$ cat config.mk
export PLATFORM = sky130hd
export DESIGN_NAME = reg_file_ser_master_flat
export DESIGN_NICKNAME = d
export VERILOG_FILES = /design/src/rtl/reg_file_ser_master_if.sv /design/src/rtl/reg_file_ser_master.sv /design/src/flat_wrapper.sv
export SDC_FILE = /design/constraint.sdc
export NUM_CORES = 1
export LEC_CHECK = 0
export BUFFER_PORTS_ARGS = -buffer_cell sky130_fd_sc_hd__buf_2
export CORE_MARGIN = 2
export CORE_UTILIZATION = 55
export DETAILED_ROUTE_END_ITERATION = 8
export PLACE_DENSITY = 0.79
export SYNTH_ARGS = -nofsm -noshare
export SYNTH_HDL_FRONTEND = slang
export SYNTH_SLANG_ARGS = --single-unit
$ cat constraint.sdc
create_clock -name CLK -period 2.5 [get_ports CLK]
set_clock_uncertainty 0.15 [all_clocks]
set_input_delay 0.125 -clock CLK [delete_from_list [all_inputs] [get_ports CLK]]
set_output_delay 0.125 -clock CLK [all_outputs]
set_load 0.01 [all_outputs]
$ cat src/rtl/reg_file_ser_master_if.sv
`default_nettype none
// ============================================================================
// Module      : reg_file_ser_master_if
// Description : Bus bundle for the serial register-file host sequencer.
//               Carries the parallel request/response handshake and the
//               serial strobe/DIN/DOUT lines to the register file.
//               master modport : the sequencer (reg_file_ser_master)
//               slave modport  : the requester / register-file side
// Signals     : REQ_VALID/REQ_READY/REQ_WR/REQ_ADDR/REQ_WDATA  request
//               RSP_VALID/RSP_RDATA/RSP_ERR                   response
//               BUSY                                          status
//               RF_WR_EN/RF_RD_EN/RF_DIN/RF_DOUT              serial RF bus
// Revision    : 1.0 - initial release
// ============================================================================
interface reg_file_ser_master_if #(
  parameter int ADDR_WIDTH = 8,
  parameter int DATA_WIDTH = 8
);
  logic                  REQ_VALID;
  logic                  REQ_READY;
  logic                  REQ_WR;
  logic [ADDR_WIDTH-1:0] REQ_ADDR;
  logic [DATA_WIDTH-1:0] REQ_WDATA;
  logic                  RSP_VALID;
  logic [DATA_WIDTH-1:0] RSP_RDATA;
  logic                  RSP_ERR;
  logic                  BUSY;
  logic                  RF_WR_EN;
  logic                  RF_RD_EN;
  logic                  RF_DIN;
  logic                  RF_DOUT;

  modport master (
    input  REQ_VALID, REQ_WR, REQ_ADDR, REQ_WDATA, RF_DOUT,
    output REQ_READY, RSP_VALID, RSP_RDATA, RSP_ERR, BUSY,
           RF_WR_EN, RF_RD_EN, RF_DIN
  );

  modport slave (
    output REQ_VALID, REQ_WR, REQ_ADDR, REQ_WDATA, RF_DOUT,
    input  REQ_READY, RSP_VALID, RSP_RDATA, RSP_ERR, BUSY,
           RF_WR_EN, RF_RD_EN, RF_DIN
  );
endinterface
`default_nettype wire

$ cat src/rtl/reg_file_ser_master.sv
`default_nettype none
// ============================================================================
// Module      : reg_file_ser_master
// Description : Host-side sequencer for the serial register file. Accepts one
//               parallel read/write request at a time, shifts strobe, address
//               and data out on RF_DIN (MSB first), captures RF_DOUT for
//               reads and returns a one-cycle response.
// Ports       : CLK   - clock, posedge
//               RSTN  - asynchronous active-low reset
//               bus   - reg_file_ser_master_if.master (request, response,
//                       BUSY and serial register-file lines)
// Parameters  : ADDR_WIDTH, DATA_WIDTH, RD_LAT (turnaround cycles, 0..7)
// Option      : REG_FILE_SER_MASTER_WRVERIFY_EN - writes are followed by a
//               readback of the same address; RSP_ERR flags a mismatch.
// Revision    : 1.0 - initial release
// ============================================================================
module reg_file_ser_master #(
  parameter int ADDR_WIDTH = 8,
  parameter int DATA_WIDTH = 8,
  parameter int RD_LAT     = 1
) (
  input wire logic              CLK,
  input wire logic              RSTN,
  reg_file_ser_master_if.master bus
);

  localparam int c_span  = (ADDR_WIDTH > DATA_WIDTH) ? ADDR_WIDTH : DATA_WIDTH;
  // Counter must also cover RD_LAT up to 7, hence the 3-bit floor.
  localparam int c_cnt_w = ($clog2(c_span) > 3) ? $clog2(c_span) : 3;
  localparam logic [c_cnt_w-1:0] c_addr_load = c_cnt_w'(ADDR_WIDTH - 1);
  localparam logic [c_cnt_w-1:0] c_data_load = c_cnt_w'(DATA_WIDTH - 1);
  localparam logic [c_cnt_w-1:0] c_turn_load = (RD_LAT > 0) ? c_cnt_w'(RD_LAT - 1) : '0;

  typedef enum logic [2:0] {
    S_IDLE  = 3'd0,
    S_STRB  = 3'd1,
    S_ADDR  = 3'd2,
    S_WDATA = 3'd3,
    S_TURN  = 3'd4,
    S_RDATA = 3'd5,
    S_RESP  = 3'd6
  } state_t;

  state_t                r_state;
  state_t                w_next;
  logic                  w_accept;
  logic [c_cnt_w-1:0]    r_cnt;
  logic [c_cnt_w-1:0]    w_cnt_load;
  logic                  r_wr;
  logic [ADDR_WIDTH-1:0] r_addr;
  logic [DATA_WIDTH-1:0] r_wdata;
  logic                  w_wr_pass;
  logic                  r_samp;
  logic [DATA_WIDTH-2:0] r_shift;
  logic [DATA_WIDTH-1:0] w_shift_next;

  logic                  r_rsp_valid;
  logic [DATA_WIDTH-1:0] r_rsp_rdata;
  logic                  r_busy;
  logic                  r_wr_en;
  logic                  r_rd_en;
  logic                  r_din;

`ifdef REG_FILE_SER_MASTER_WRVERIFY_EN
  // Set once the data phase of a write is done; the transaction then runs
  // a second strobe/address pass as a read of the same register.
  logic r_verify;
  logic r_rsp_err;
  assign w_wr_pass = r_wr && !r_verify;
`else
  assign w_wr_pass = r_wr;
`endif

  // The last data bit is sampled on the same edge that publishes the
  // response, so the response uses the shift register plus the live input.
  assign w_shift_next = {r_shift, bus.RF_DOUT};

  // --------------------------------------------------------------------------
  // State register
  // --------------------------------------------------------------------------
  always_ff @(posedge CLK or negedge RSTN) begin
    if (!RSTN) begin
      r_state <= S_IDLE;
    end else begin
      r_state <= w_next;
    end
  end

  // --------------------------------------------------------------------------
  // Next-state logic
  // --------------------------------------------------------------------------
  always_comb begin
    w_next   = r_state;
    w_accept = 1'b0;
    case (r_state)
      S_IDLE: begin
        if (bus.REQ_VALID) begin
          w_next   = S_STRB;
          w_accept = 1'b1;
        end
      end
      S_STRB:  w_next = S_ADDR;
      S_ADDR: begin
        if (r_cnt == '0) begin
          if (w_wr_pass)        w_next = S_WDATA;
          else if (RD_LAT > 0)  w_next = S_TURN;
          else                  w_next = S_RDATA;
        end
      end
      S_WDATA: begin
        if (r_cnt == '0) begin
`ifdef REG_FILE_SER_MASTER_WRVERIFY_EN
          w_next = S_STRB;
`else
          w_next = S_RESP;
`endif
        end
      end
      S_TURN:  if (r_cnt == '0) w_next = S_RDATA;
      S_RDATA: if (r_cnt == '0) w_next = S_RESP;
      S_RESP:  w_next = S_IDLE;
      default: w_next = S_IDLE;
    endcase
  end

  always_comb begin
    w_cnt_load = '0;
    case (w_next)
      S_ADDR:  w_cnt_load = c_addr_load;
      S_WDATA: w_cnt_load = c_data_load;
      S_TURN:  w_cnt_load = c_turn_load;
      S_RDATA: w_cnt_load = c_data_load;
      default: w_cnt_load = '0;
    endcase
  end

  // --------------------------------------------------------------------------
  // Datapath and registered outputs. Serial outputs are decoded from the
  // current state and therefore appear one cycle after the state is entered.
  // --------------------------------------------------------------------------
  always_ff @(posedge CLK or negedge RSTN) begin
    if (!RSTN) begin
      r_cnt       <= '0;
      r_wr        <= 1'b0;
      r_addr      <= '0;
      r_wdata     <= '0;
      r_samp      <= 1'b0;
      r_shift     <= '0;
      r_rsp_valid <= 1'b0;
      r_rsp_rdata <= '0;
      r_busy      <= 1'b0;
      r_wr_en     <= 1'b0;
      r_rd_en     <= 1'b0;
      r_din       <= 1'b0;
    end else begin
      if (w_next != r_state) begin
        r_cnt <= w_cnt_load;
      end else if (r_cnt != '0) begin
        r_cnt <= r_cnt - 1'b1;
      end

      if (w_accept) begin
        r_wr    <= bus.REQ_WR;
        r_addr  <= bus.REQ_ADDR;
        r_wdata <= bus.REQ_WDATA;
      end

      r_busy  <= (w_next != S_IDLE);
      r_wr_en <= (r_state == S_STRB) &&  w_wr_pass;
      r_rd_en <= (r_state == S_STRB) && !w_wr_pass;

      case (r_state)
        S_ADDR:  r_din <= r_addr[r_cnt];
        S_WDATA: r_din <= r_wdata[r_cnt];
        default: r_din <= 1'b0;
      endcase

      // Sampling trails the RDATA state by one cycle to line up with the
      // delayed strobe/address seen by the register file.
      r_samp <= (r_state == S_RDATA);
      if (r_samp) begin
        r_shift <= w_shift_next[DATA_WIDTH-2:0];
      end

      r_rsp_valid <= (r_state == S_RESP);
      if ((r_state == S_RESP) && !r_wr) begin
        r_rsp_rdata <= w_shift_next;
      end
`ifdef REG_FILE_SER_MASTER_WRVERIFY_EN
      if ((r_state == S_RESP) && r_wr) begin
        r_rsp_rdata <= w_shift_next;
      end
`endif
    end
  end

`ifdef REG_FILE_SER_MASTER_WRVERIFY_EN
  always_ff @(posedge CLK or negedge RSTN) begin
    if (!RSTN) begin
      r_verify  <= 1'b0;
      r_rsp_err <= 1'b0;
    end else begin
      if (w_accept) begin
        r_verify <= 1'b0;
      end else if ((r_state == S_WDATA) && (w_next == S_STRB)) begin
        r_verify <= 1'b1;
      end
      if (r_state == S_RESP) begin
        r_rsp_err <= r_wr && (w_shift_next != r_wdata);
      end
    end
  end
  assign bus.RSP_ERR = r_rsp_err;
`else
  assign bus.RSP_ERR = 1'b0;
`endif

  assign bus.REQ_READY = (r_state == S_IDLE);
  assign bus.RSP_VALID = r_rsp_valid;
  assign bus.RSP_RDATA = r_rsp_rdata;
  assign bus.BUSY      = r_busy;
  assign bus.RF_WR_EN  = r_wr_en;
  assign bus.RF_RD_EN  = r_rd_en;
  assign bus.RF_DIN    = r_din;

endmodule
`default_nettype wire

$ cat src/flat_wrapper.sv
// flat-port wrapper written by rule: the top's interface ports become plain ports
module reg_file_ser_master_flat 
#(
  parameter int ADDR_WIDTH = 8,
  parameter int DATA_WIDTH = 8,
  parameter int RD_LAT     = 1
)
  (CLK, RSTN, bus_REQ_VALID, bus_REQ_WR, bus_REQ_ADDR, bus_REQ_WDATA, bus_RF_DOUT, bus_REQ_READY, bus_RSP_VALID, bus_RSP_RDATA, bus_RSP_ERR, bus_BUSY, bus_RF_WR_EN, bus_RF_RD_EN, bus_RF_DIN);
  reg_file_ser_master_if #(.ADDR_WIDTH(ADDR_WIDTH), .DATA_WIDTH(DATA_WIDTH)) bus_i ();
  input wire logic CLK;
  input wire logic RSTN;
  input wire logic [$bits(bus_i.REQ_VALID)-1:0] bus_REQ_VALID;
  input wire logic [$bits(bus_i.REQ_WR)-1:0] bus_REQ_WR;
  input wire logic [$bits(bus_i.REQ_ADDR)-1:0] bus_REQ_ADDR;
  input wire logic [$bits(bus_i.REQ_WDATA)-1:0] bus_REQ_WDATA;
  input wire logic [$bits(bus_i.RF_DOUT)-1:0] bus_RF_DOUT;
  output wire logic [$bits(bus_i.REQ_READY)-1:0] bus_REQ_READY;
  output wire logic [$bits(bus_i.RSP_VALID)-1:0] bus_RSP_VALID;
  output wire logic [$bits(bus_i.RSP_RDATA)-1:0] bus_RSP_RDATA;
  output wire logic [$bits(bus_i.RSP_ERR)-1:0] bus_RSP_ERR;
  output wire logic [$bits(bus_i.BUSY)-1:0] bus_BUSY;
  output wire logic [$bits(bus_i.RF_WR_EN)-1:0] bus_RF_WR_EN;
  output wire logic [$bits(bus_i.RF_RD_EN)-1:0] bus_RF_RD_EN;
  output wire logic [$bits(bus_i.RF_DIN)-1:0] bus_RF_DIN;
  assign bus_i.REQ_VALID = bus_REQ_VALID;
  assign bus_i.REQ_WR = bus_REQ_WR;
  assign bus_i.REQ_ADDR = bus_REQ_ADDR;
  assign bus_i.REQ_WDATA = bus_REQ_WDATA;
  assign bus_i.RF_DOUT = bus_RF_DOUT;
  assign bus_REQ_READY = bus_i.REQ_READY;
  assign bus_RSP_VALID = bus_i.RSP_VALID;
  assign bus_RSP_RDATA = bus_i.RSP_RDATA;
  assign bus_RSP_ERR = bus_i.RSP_ERR;
  assign bus_BUSY = bus_i.BUSY;
  assign bus_RF_WR_EN = bus_i.RF_WR_EN;
  assign bus_RF_RD_EN = bus_i.RF_RD_EN;
  assign bus_RF_DIN = bus_i.RF_DIN;
  reg_file_ser_master #(.ADDR_WIDTH(ADDR_WIDTH), .DATA_WIDTH(DATA_WIDTH), .RD_LAT(RD_LAT)) u_core (.CLK(CLK), .RSTN(RSTN), .bus(bus_i));
endmodule
* After elaboration in Yosys (flattened, before gate mapping)
Index checks and enable logic that the tools add are counted.
Operators by class: add/subtract/negate cells 1, order comparisons 1, eq/ne operators 10, mux-type cells 16, reduce and logical (&&, ||, !) cells 11
Operators with widths (number):
- 3-bit 2-to-1 mux | 8
- 3-bit case mux with 5 select lines | 1
- 3-bit by 2-bit equality test with 1-bit output (second input constant) | 4
- 3-bit equality test (second input constant) | 4
- 1-bit binary-select mux with 3-bit select | 2
- 3-bit zero test | 2
- 3-bit nonzero test | 2
- 3-bit by 4-bit less-than comparator with 1-bit output (second input constant) | 1
- 1-bit 2-to-1 mux | 4
- 3-bit by 1-bit equality test with 1-bit output (second input constant) | 1
- 1-bit logical AND | 3
- 3-bit != test | 1
- 3-bit OR reduction | 1
- 3-bit by 1-bit subtractor with 3-bit output (second input constant) | 1
- 1-bit case mux with 2 select lines | 1
- 2-bit nonzero test | 1
- 2-bit OR reduction | 1
- 1-bit zero test | 1
Word-level totals: register bits after elaboration 44, bits of input ports 21, output and inout bits 15, logic and storage cells 52

* Logic depth before layout (Yosys ltp)
Gate-level depths: netlist (run 1).
depth after elaboration 7, mapped depth 9, depth with buffers taken out 7

* Worst setup path after synthesis (run 1)
OpenSTA, ideal clock, no wires.
path kind register -> register, start point register u_core.r_cnt[0], end point register u_core.r_busy (netlist: u_core.bus.BUSY), library setup time 0.131 ns, arrival time 1.563 ns, data required time 2.219 ns, path slack 0.656 ns, stages on the path, launching flop included 10, path buffers 2, cell sequence dfrtp_1 > buf_4 > inv_1 > ha_1 > nand2b_1 > buf_6 > o221ai_2 > a21oi_2 > a21oi_2 > or3_1
Between the ends: word-level cells in the longest chain between the ends 4
Ends and longest elaborated chain:
- start: declaration | RTL line reg_file_ser_master.sv:47 | logic [c_cnt_w-1:0] r_cnt;
- start signal: assignment | RTL line reg_file_ser_master.sv:157 | r_cnt <= w_cnt_load;
- start signal: assignment | RTL line reg_file_ser_master.sv:159 | r_cnt <= r_cnt - 1'b1;
- 3-bit zero test *
- 3-bit 2-to-1 mux (on tied branches)
- 3-bit case mux with 5 select lines * | RTL line reg_file_ser_master.sv:95 | case (r_state)
- net u_core.w_next[0] | RTL line reg_file_ser_master.sv:45 | state_t w_next;
- 3-bit nonzero test * | RTL line reg_file_ser_master.sv:168 | r_busy <= (w_next != S_IDLE);
- end signal: assignment | RTL line reg_file_ser_master.sv:168
- end: declaration | RTL line reg_file_ser_master.sv:59 | logic r_busy;
Mark *: on every way through the listed nets, which the timed path passes. The rest lies on a longest branch. A chain may end at the register's enable or synchronous reset.

* Worst setup path after layout (run 1)
start point register u_core.r_cnt[1], end point register u_core.r_busy (netlist: u_core.bus.BUSY)
The elaborated chain is that of the path after synthesis.

==> metrics.md, run 1 <==
| Metric | Value |
|---|---|
| Distinct cells, synth | 39 |
| HP Class | input pin to async pin |
| Cell Area, Placed | 2190 um2 |
| Synth Instances | 145 |
| Placed cells | 220 |
| Critical Path End Type | flip-flop |
| Worst endpoint data arrival time | 2120 ps |
| Cell Rows | 21 |
| WL/cell | 15.0 um |
| Number of buffers added on ports | 34 |
| Tot GR Track Use | 20.4% |
| Max-slew violations | 0 |
| Area Overhead vs Synth | 21.9% |
| Fin crit share | 82.2% |
| Starting Density | 58.8% |
| Post-Layout Cell Count | 248 |
| Syn Nets | 168 |
| Cell-internal power | 1.70 mW |
| Final hold violations | 0 |
| Sequential share of power | 44.8% |
| Final TNS setup | 0 ps |
| MaxCap Viol Count | 0 |
| Final HPWL DP | 2570 um |
| Synthesized flop and latch total | 44 |
| H-tree levels | 2 |
| CP Class | flip-flop to flip-flop |
| Initial DRC count | 74 |
| Actual slew at the worst max-slew pin | 926 ps |
| Register Area | 1100 um2 |
| Logic pwr share | 42.3% |
| Ant. Diodes | 0 |
| Final setup margin | 445 ps |
| Critical path required time | 2570 ps |
| VDD IR-drop max | 0.579 mV |
| Worst-path clk slew | 120 ps |
| Worst-Skew Late Latency | 330 ps |
| Tmin final | 2050 ps |
| CTS root buf | clkbuf_4 |
| # resized after CTS | 0 |
| Leak pwr | 1.20 nW |
| Worst slew margin | 38.2% |
| # DRC | 0 |
| Final nets | 224 |
| Dpl ws | 486 ps |
| Vias in the first global route | 1421 |
| Syn Std Cell Area | 2010 um2 |
| Peak Freq | 487 MHz |
| CTS tree | yes |
| Fraction of layout cells with a size suffix above 1 | 42.1% |
| Number of flops mapped to enable cells by yosys | 0 |
| Power Density | 1070 nW/um2 |
| Top_reg_cell synth | dfrtp_1 |
| Register area share after synthesis | 54.8% |
| Clock power frac | 13.0% |
| First-pass DRT Iterations | 4 |
| ANT nets after route | 0 |
| Crit path max fanout | 8 |
| Die area | 4150 um2 |
| Initial antenna violation count | 0 |
| Total grt overflow | 0 |
| Largest net degree at the start of global routing | 45 |
| Multi-input logic area | 818 um2 |
| CP Launch Type | flip-flop |
| Sw Ratio | 35.4% |
| Synth Area per Inst | 13.9 um2 |
| Yosys warnings | 0 |
| Die H | 64.4 um |
| Final Core Density | 71.7% |
| Num Clock Sinks | 44 |
| Post-synth ARST share | 100% |
| Fin area | 2450 um2 |
| P_sw | 0.931 mW |
| Post-Route WL | 3730 um |
| Final setup viols | 0 |
| Longest Clk Path Bufs | 2 |
| Status | complete, no violations |
| Vias | 1334 |
| Io pins | 36 |
| Core ar. | 3420 um2 |
| CTS Buf Count | 5 |
| Gpl congestion | 0.772 |
| Chip Width | 64.4 um |
| Final Power | 2.63 mW |
| Layout fillers | 262 |
| RSZ-0062 raised after global routing | false |
| Hold_ws | 309 ps |
| First-pass GRT wire length | 6400 um |
| Post-DR vias/cell | 5.38 |
## flip-flops by register name (all words and copies together), names as in the netlist
register,count
u_core.bus.BUSY,1
u_core.bus.RF_DIN,1
u_core.bus.RF_RD_EN,1
u_core.bus.RF_WR_EN,1
u_core.bus.RSP_RDATA,8
u_core.bus.RSP_VALID,1
u_core.r_addr,8
u_core.r_cnt,3
u_core.r_samp,1
u_core.r_shift,7
u_core.r_state,3
u_core.r_wdata,8
u_core.r_wr,1
## cells in the mapped netlist, drive strengths merged (2+ instances only)
cell type  number  share of area, %
ha              2               1.2
o21ai           5               1.4
mux2i           4               2.0
dfrtp          44                55
inv             5              0.93
nand2           7               1.3
and2b           3               1.1
a21oi           3               1.1
and2            2              0.62
and3            2              0.62
nor3            2               1.3
mux4            2               2.2
a22oi           2              0.75
mux2           32                20
nor2            7               1.3
buf             7               3.4
## metal layers
metal	share of wire, %	global-route usage [%]
met1	39	23.3
met3	4.2	5.21
met4	1.7	7.18
met2	55	37.1
met5	0	0
## worst paths after layout
| kind | from | end | slack (ps) | cells after the start |
|---|---|---|---|---|
| worst min-delay path | RSTN | u_core.bus.RSP_RDATA[0] | 310 | 2 |
| worst max register to register | u_core.r_cnt[1] | u_core.bus.BUSY | 450 | 7 |
| max in group asynchronous | RSTN | u_core.r_shift[5] | 1330 | 2 |
| worst min register to register | u_core.bus.RSP_RDATA[5] | u_core.bus.RSP_RDATA[5] | 360 | 1 |
| min in group CLK | u_core.bus.RSP_RDATA[5] | u_core.bus.RSP_RDATA[5] | 360 | 1 |
| worst max-delay path | u_core.r_cnt[1] | u_core.bus.BUSY | 450 | 7 |
## worst max-delay path, cell delays in order (launching register included)
cell and delay [ps]:
dfrtp_1 460, inv_1 90, ha_1 210, nand2b_1 280, o221ai_2 160, a21oi_2 160
a21oi_2 40, or3_1 380
## what timing repair did
item / 4_1_cts / 5_1_grt
hold buffers: 20 / 0
hold endpoints to repair: 64 / 0
setup buffers: 0 / 0
## power groups by stage
stage	registers (mW)	clock network, mW	logic (mW)
floorplan	1.14	0	0.883
global placement	1.17	0	1.01
detailed placement	1.19	0	1.08
CTS	1.17	0.355	1.11
global route	1.21	0.392	1.22
finish	1.18	0.342	1.11
## cell usage in the layout, fill, tap and decap left out, types with 2 or more instances in the layout
| master | Yosys | layout |
|---|---|---|
| a21oi_2 | 2 | 2 |
| a22oi_1 | 2 | 2 |
| and2_1 | 2 | 2 |
| and2b_1 | 3 | 3 |
| and3_1 | 2 | 2 |
| buf_2 | 0 | 34 |
| buf_4 | 4 | 3 |
| clkbuf_4 | 0 | 5 |
| clkinv_2 | 0 | 2 |
| dfrtp_1 | 44 | 44 |
| dlygate4sd3_1 | 0 | 20 |
| ha_1 | 2 | 2 |
| inv_1 | 5 | 5 |
| mux2_2 | 22 | 22 |
| mux2_4 | 10 | 10 |
| mux2i_1 | 4 | 4 |
| mux4_2 | 2 | 2 |
| nand2_1 | 7 | 7 |
| nor2_1 | 7 | 7 |
| o21ai_0 | 3 | 3 |
## cell type report
class	instances	area share (%)
clock inverter	2	0.409
multi-input combinational	88	33.4
clock buffer	6	2.09
sequential	44	44.9
tap	46	2.35
inverter	5	0.766
timing repair buffer	57	16.0
## cells by family after synthesis
group / after synthesis / synth area share [%]
other: 1 / 0.187
and+or+nand+nor: 27 / 7.60
adders and majority gates: 2 / 1.25
xor gates and xnor gates: 1 / 0.436
DFF: 44 / 54.8
muxes: 38 / 24.0
AOI/OAI and AO/OA: 19 / 7.22
buffers and inverters: 13 / 4.48
(Power assumes the default switching activity.)
==> inputs of run 2 (changes only) <==
- ABC_AREA: default -> 1
- CORE_UTILIZATION: 55 -> 49
- PLACE_DENSITY: 0.79 -> 0.74
- clock period: 2.5 -> 1.74 ns (I/O delays scaled with it)
==> metrics.md, run 2 <==
| Metric | Value |
|---|---|
| Status | finished with violations |
| Failing checks | setup timing |
| Synthesized flop and latch total | 44 |
| Number of flops mapped to enable cells by yosys | 0 |
| WL/cell | 11.5 um |
| Total grt overflow | 0 |
| CTS tree | yes |
| Max-slew violations | 0 |
| Sw Ratio | 41.0% |
| Peak Freq | 574 MHz |
| Clock power frac | 16.4% |
| Actual slew at the worst max-slew pin | 535 ps |
| Largest net degree at the start of global routing | 27 |
| Tot GR Track Use | 19.9% |
| Final hold violations | 0 |
| Initial antenna violation count | 0 |
| Sequential share of power | 34.4% |
| Top_reg_cell synth | dfrtp_1 |
| Critical path required time | 1820 ps |
| Tmin final | 1740 ps |
| Crit path max fanout | 5 |
| Worst slew margin | 64.3% |
| Commonest non-fill, non-tap cells in the layout | nand2_1, dfrtp_1, buf_2 |
| Final nets | 329 |
| Num Clock Sinks | 44 |
| Synth Area per Inst | 8.46 um2 |
| CTS root buf | clkbuf_8 |
| Worst-Skew Late Latency | 300 ps |
| Initial DRC count | 151 |
| Longest Clk Path Bufs | 2 |
| Final Core Density | 68.6% |
| P_sw | 1.99 mW |
| Crit path launch | u_core.r_cnt[0] |
| Post-DR vias/cell | 4.81 |
| R2r endpoint | u_core.r_cnt[2] |
| VDD IR-drop max | 1.02 mV |
| Final setup margin | -1.45 ps |
| Core ar. | 3970 um2 |
| H-tree levels | 2 |
| Commonest cells in the netlist | nand2_1, dfrtp_1, o21ai_0 |
| Worst reg2reg setup slack | -1 ps |
| First-pass GRT wire length | 6830 um |
| Vias in the first global route | 1655 |
| Logic pwr share | 49.2% |
| Io pins | 36 |
| Worst Setup EP | u_core.r_cnt[2] |
| RSZ-0062 raised after global routing | true |
| Area Overhead vs Synth | 35.7% |
| Final HPWL DP | 2780 um |
| Die area | 4620 um2 |
| Reg2reg start | u_core.r_cnt[0] |
| First-pass DRT Iterations | 4 |
| Yosys warnings | 0 |
| MaxCap Viol Count | 0 |
| Gpl congestion | 0.792 |
| Worst-path clk slew | 80 ps |
| Final setup viols | 1 |
| Syn Nets | 260 |
| Syn Std Cell Area | 2010 um2 |
| Critical Path End Type | flip-flop |
| Layout fillers | 331 |
| Fin crit share | 100% |
| Commonest non-fill, non-tap cell in the layout | nand2_1 |
| Cell-internal power | 2.86 mW |
| Power Density | 1780 nW/um2 |
| Hold_ws | 120 ps |
| Worst endpoint data arrival time | 1820 ps |
| Number of buffers added on ports | 34 |
| Starting Density | 50.5% |
| Die H | 68.0 um |
| Distinct cells, synth | 29 |
| Leak pwr | 1.43 nW |
| Post-Route WL | 4100 um |
| ANT nets after route | 0 |
| Ant. Diodes | 0 |
| Final Power | 4.86 mW |
| Synth top area cells | dfrtp_1, nand2_1, o21ai_0 |
| Chip Width | 68.0 um |
| Vias | 1716 |
| CTS Buf Count | 5 |
| Area fraction of the dominant cell type after synthesis | 54.9% |
| CP Launch Type | flip-flop |
| FF-to-FF path depth | 13 |
| Synth area leader | dfrtp_1 |
| Cell Rows | 23 |
| Most frequent cell after synthesis | nand2_1 |
| CP Class | flip-flop to flip-flop |
| # DRC | 0 |
| Register area share after synthesis | 54.9% |
| HP Class | input pin to flip-flop |
| Post-synth ARST share | 100% |
| Synth Instances | 237 |
| Fraction of layout cells with a size suffix above 1 | 30.0% |
run 2: cell count changes after synthesis, moves of 4 or more:
cell,delta
buf_2,+5
nor2_1,+13
o21ai_0,+20
mux2_4,-10
nand2_1,+77
inv_2,+5
inv_1,+11
nand2_4,+4
nand3_1,+8
mux2i_1,-4
mux2_2,-21
run 2: metrics by stage:
step | TNS, ps | setup WS (ps) | std cells | instance area, um2
6_report | -1.45 | -1.45 | 357 | 2720
5_1_grt | -320 | -117 | 357 | 2720
4_1_cts | 0 | 0.285 | 353 | 2640
3_5_place_dp | -138 | -47.0 | 326 | 2320
3_3_place_gp | 0 | 7.65 | 326 | 2320
2_1_floorplan | 0 | 3.71 | 237 | 2040
run 2: worst min-delay path by stage:
stage                  startpoint                  end  cells after the start
floorplan                    RSTN      u_core.bus.BUSY                      0
global route        bus_REQ_VALID    u_core.r_state[0]                      5
global placement             RSTN    u_core.r_state[2]                      1
CTS                 bus_REQ_VALID    u_core.r_state[0]                      5
detailed placement           RSTN  u_core.bus.RF_WR_EN                      1
finish              bus_REQ_VALID    u_core.r_state[0]                      5
run 2: power by group through the flow:
stage	Sequential [mW]	Clock, mW	Combinational, mW
after floorplan	1.68	0	1.55
after global placement	1.67	0	2.10
after detailed placement	1.69	0	2.14
after CTS	1.67	0.819	2.21
after global routing	1.72	0.858	2.72
final	1.67	0.799	2.39
run 2: area by class of cell:
cell class / instances / area (um2) / area share, %
multi-input cells: 162 / 837 / 30.7
clock buffers: 5 / 68.8 / 2.53
flip-flops and latches: 44 / 1100 / 40.5
well taps: 50 / 62.6 / 2.30
inverters: 23 / 101 / 3.72
repair buffers: 70 / 504 / 18.5
clock inverters: 3 / 46.3 / 1.70
run 2: repair_timing:
action	in CTS	in global routing
resized for setup	4	12
hold buffers	19	0
pin swaps	6	9
setup buffers	0	4
setup endpoints to repair	3	19
hold endpoints to repair	43	0
run 2: kinds of logic (layout without fill, tap and decap cells):
family	after synthesis	in the layout	synth area share, %
AND/OR/NAND/NOR	123	123	26.1
other	1	1	0.187
flip-flops	44	44	54.9
adder cells (fa/ha/maj)	2	2	1.25
XOR/XNOR	2	2	0.874
buffers and inverters	31	101	6.61
AO/OA/AOI/OAI	33	33	9.48
multiplexers	1	1	0.561
run 2: worst max-delay path, cell delays in order (launching register included):
cell      delay, ps
dfrtp_2         440
clkinv_8         60
ha_4            160
nand2_4          90
inv_4            50
nor2_4           70
nor2_2           50
nor2_4          160
inv_2            50
nand2_2          70
nand2_4          60
nand2_4          90
nand2_4          60
a21oi_2         100
run 2: per-layer routing:
metal	share of wire [%]	vias to the layer above	track usage, %
met5	0	-	0
met4	0.73	0	4.50
met3	4.2	3	5.92
met2	49	39	34.2
met1	46	791	24.6
li1	-	883	-
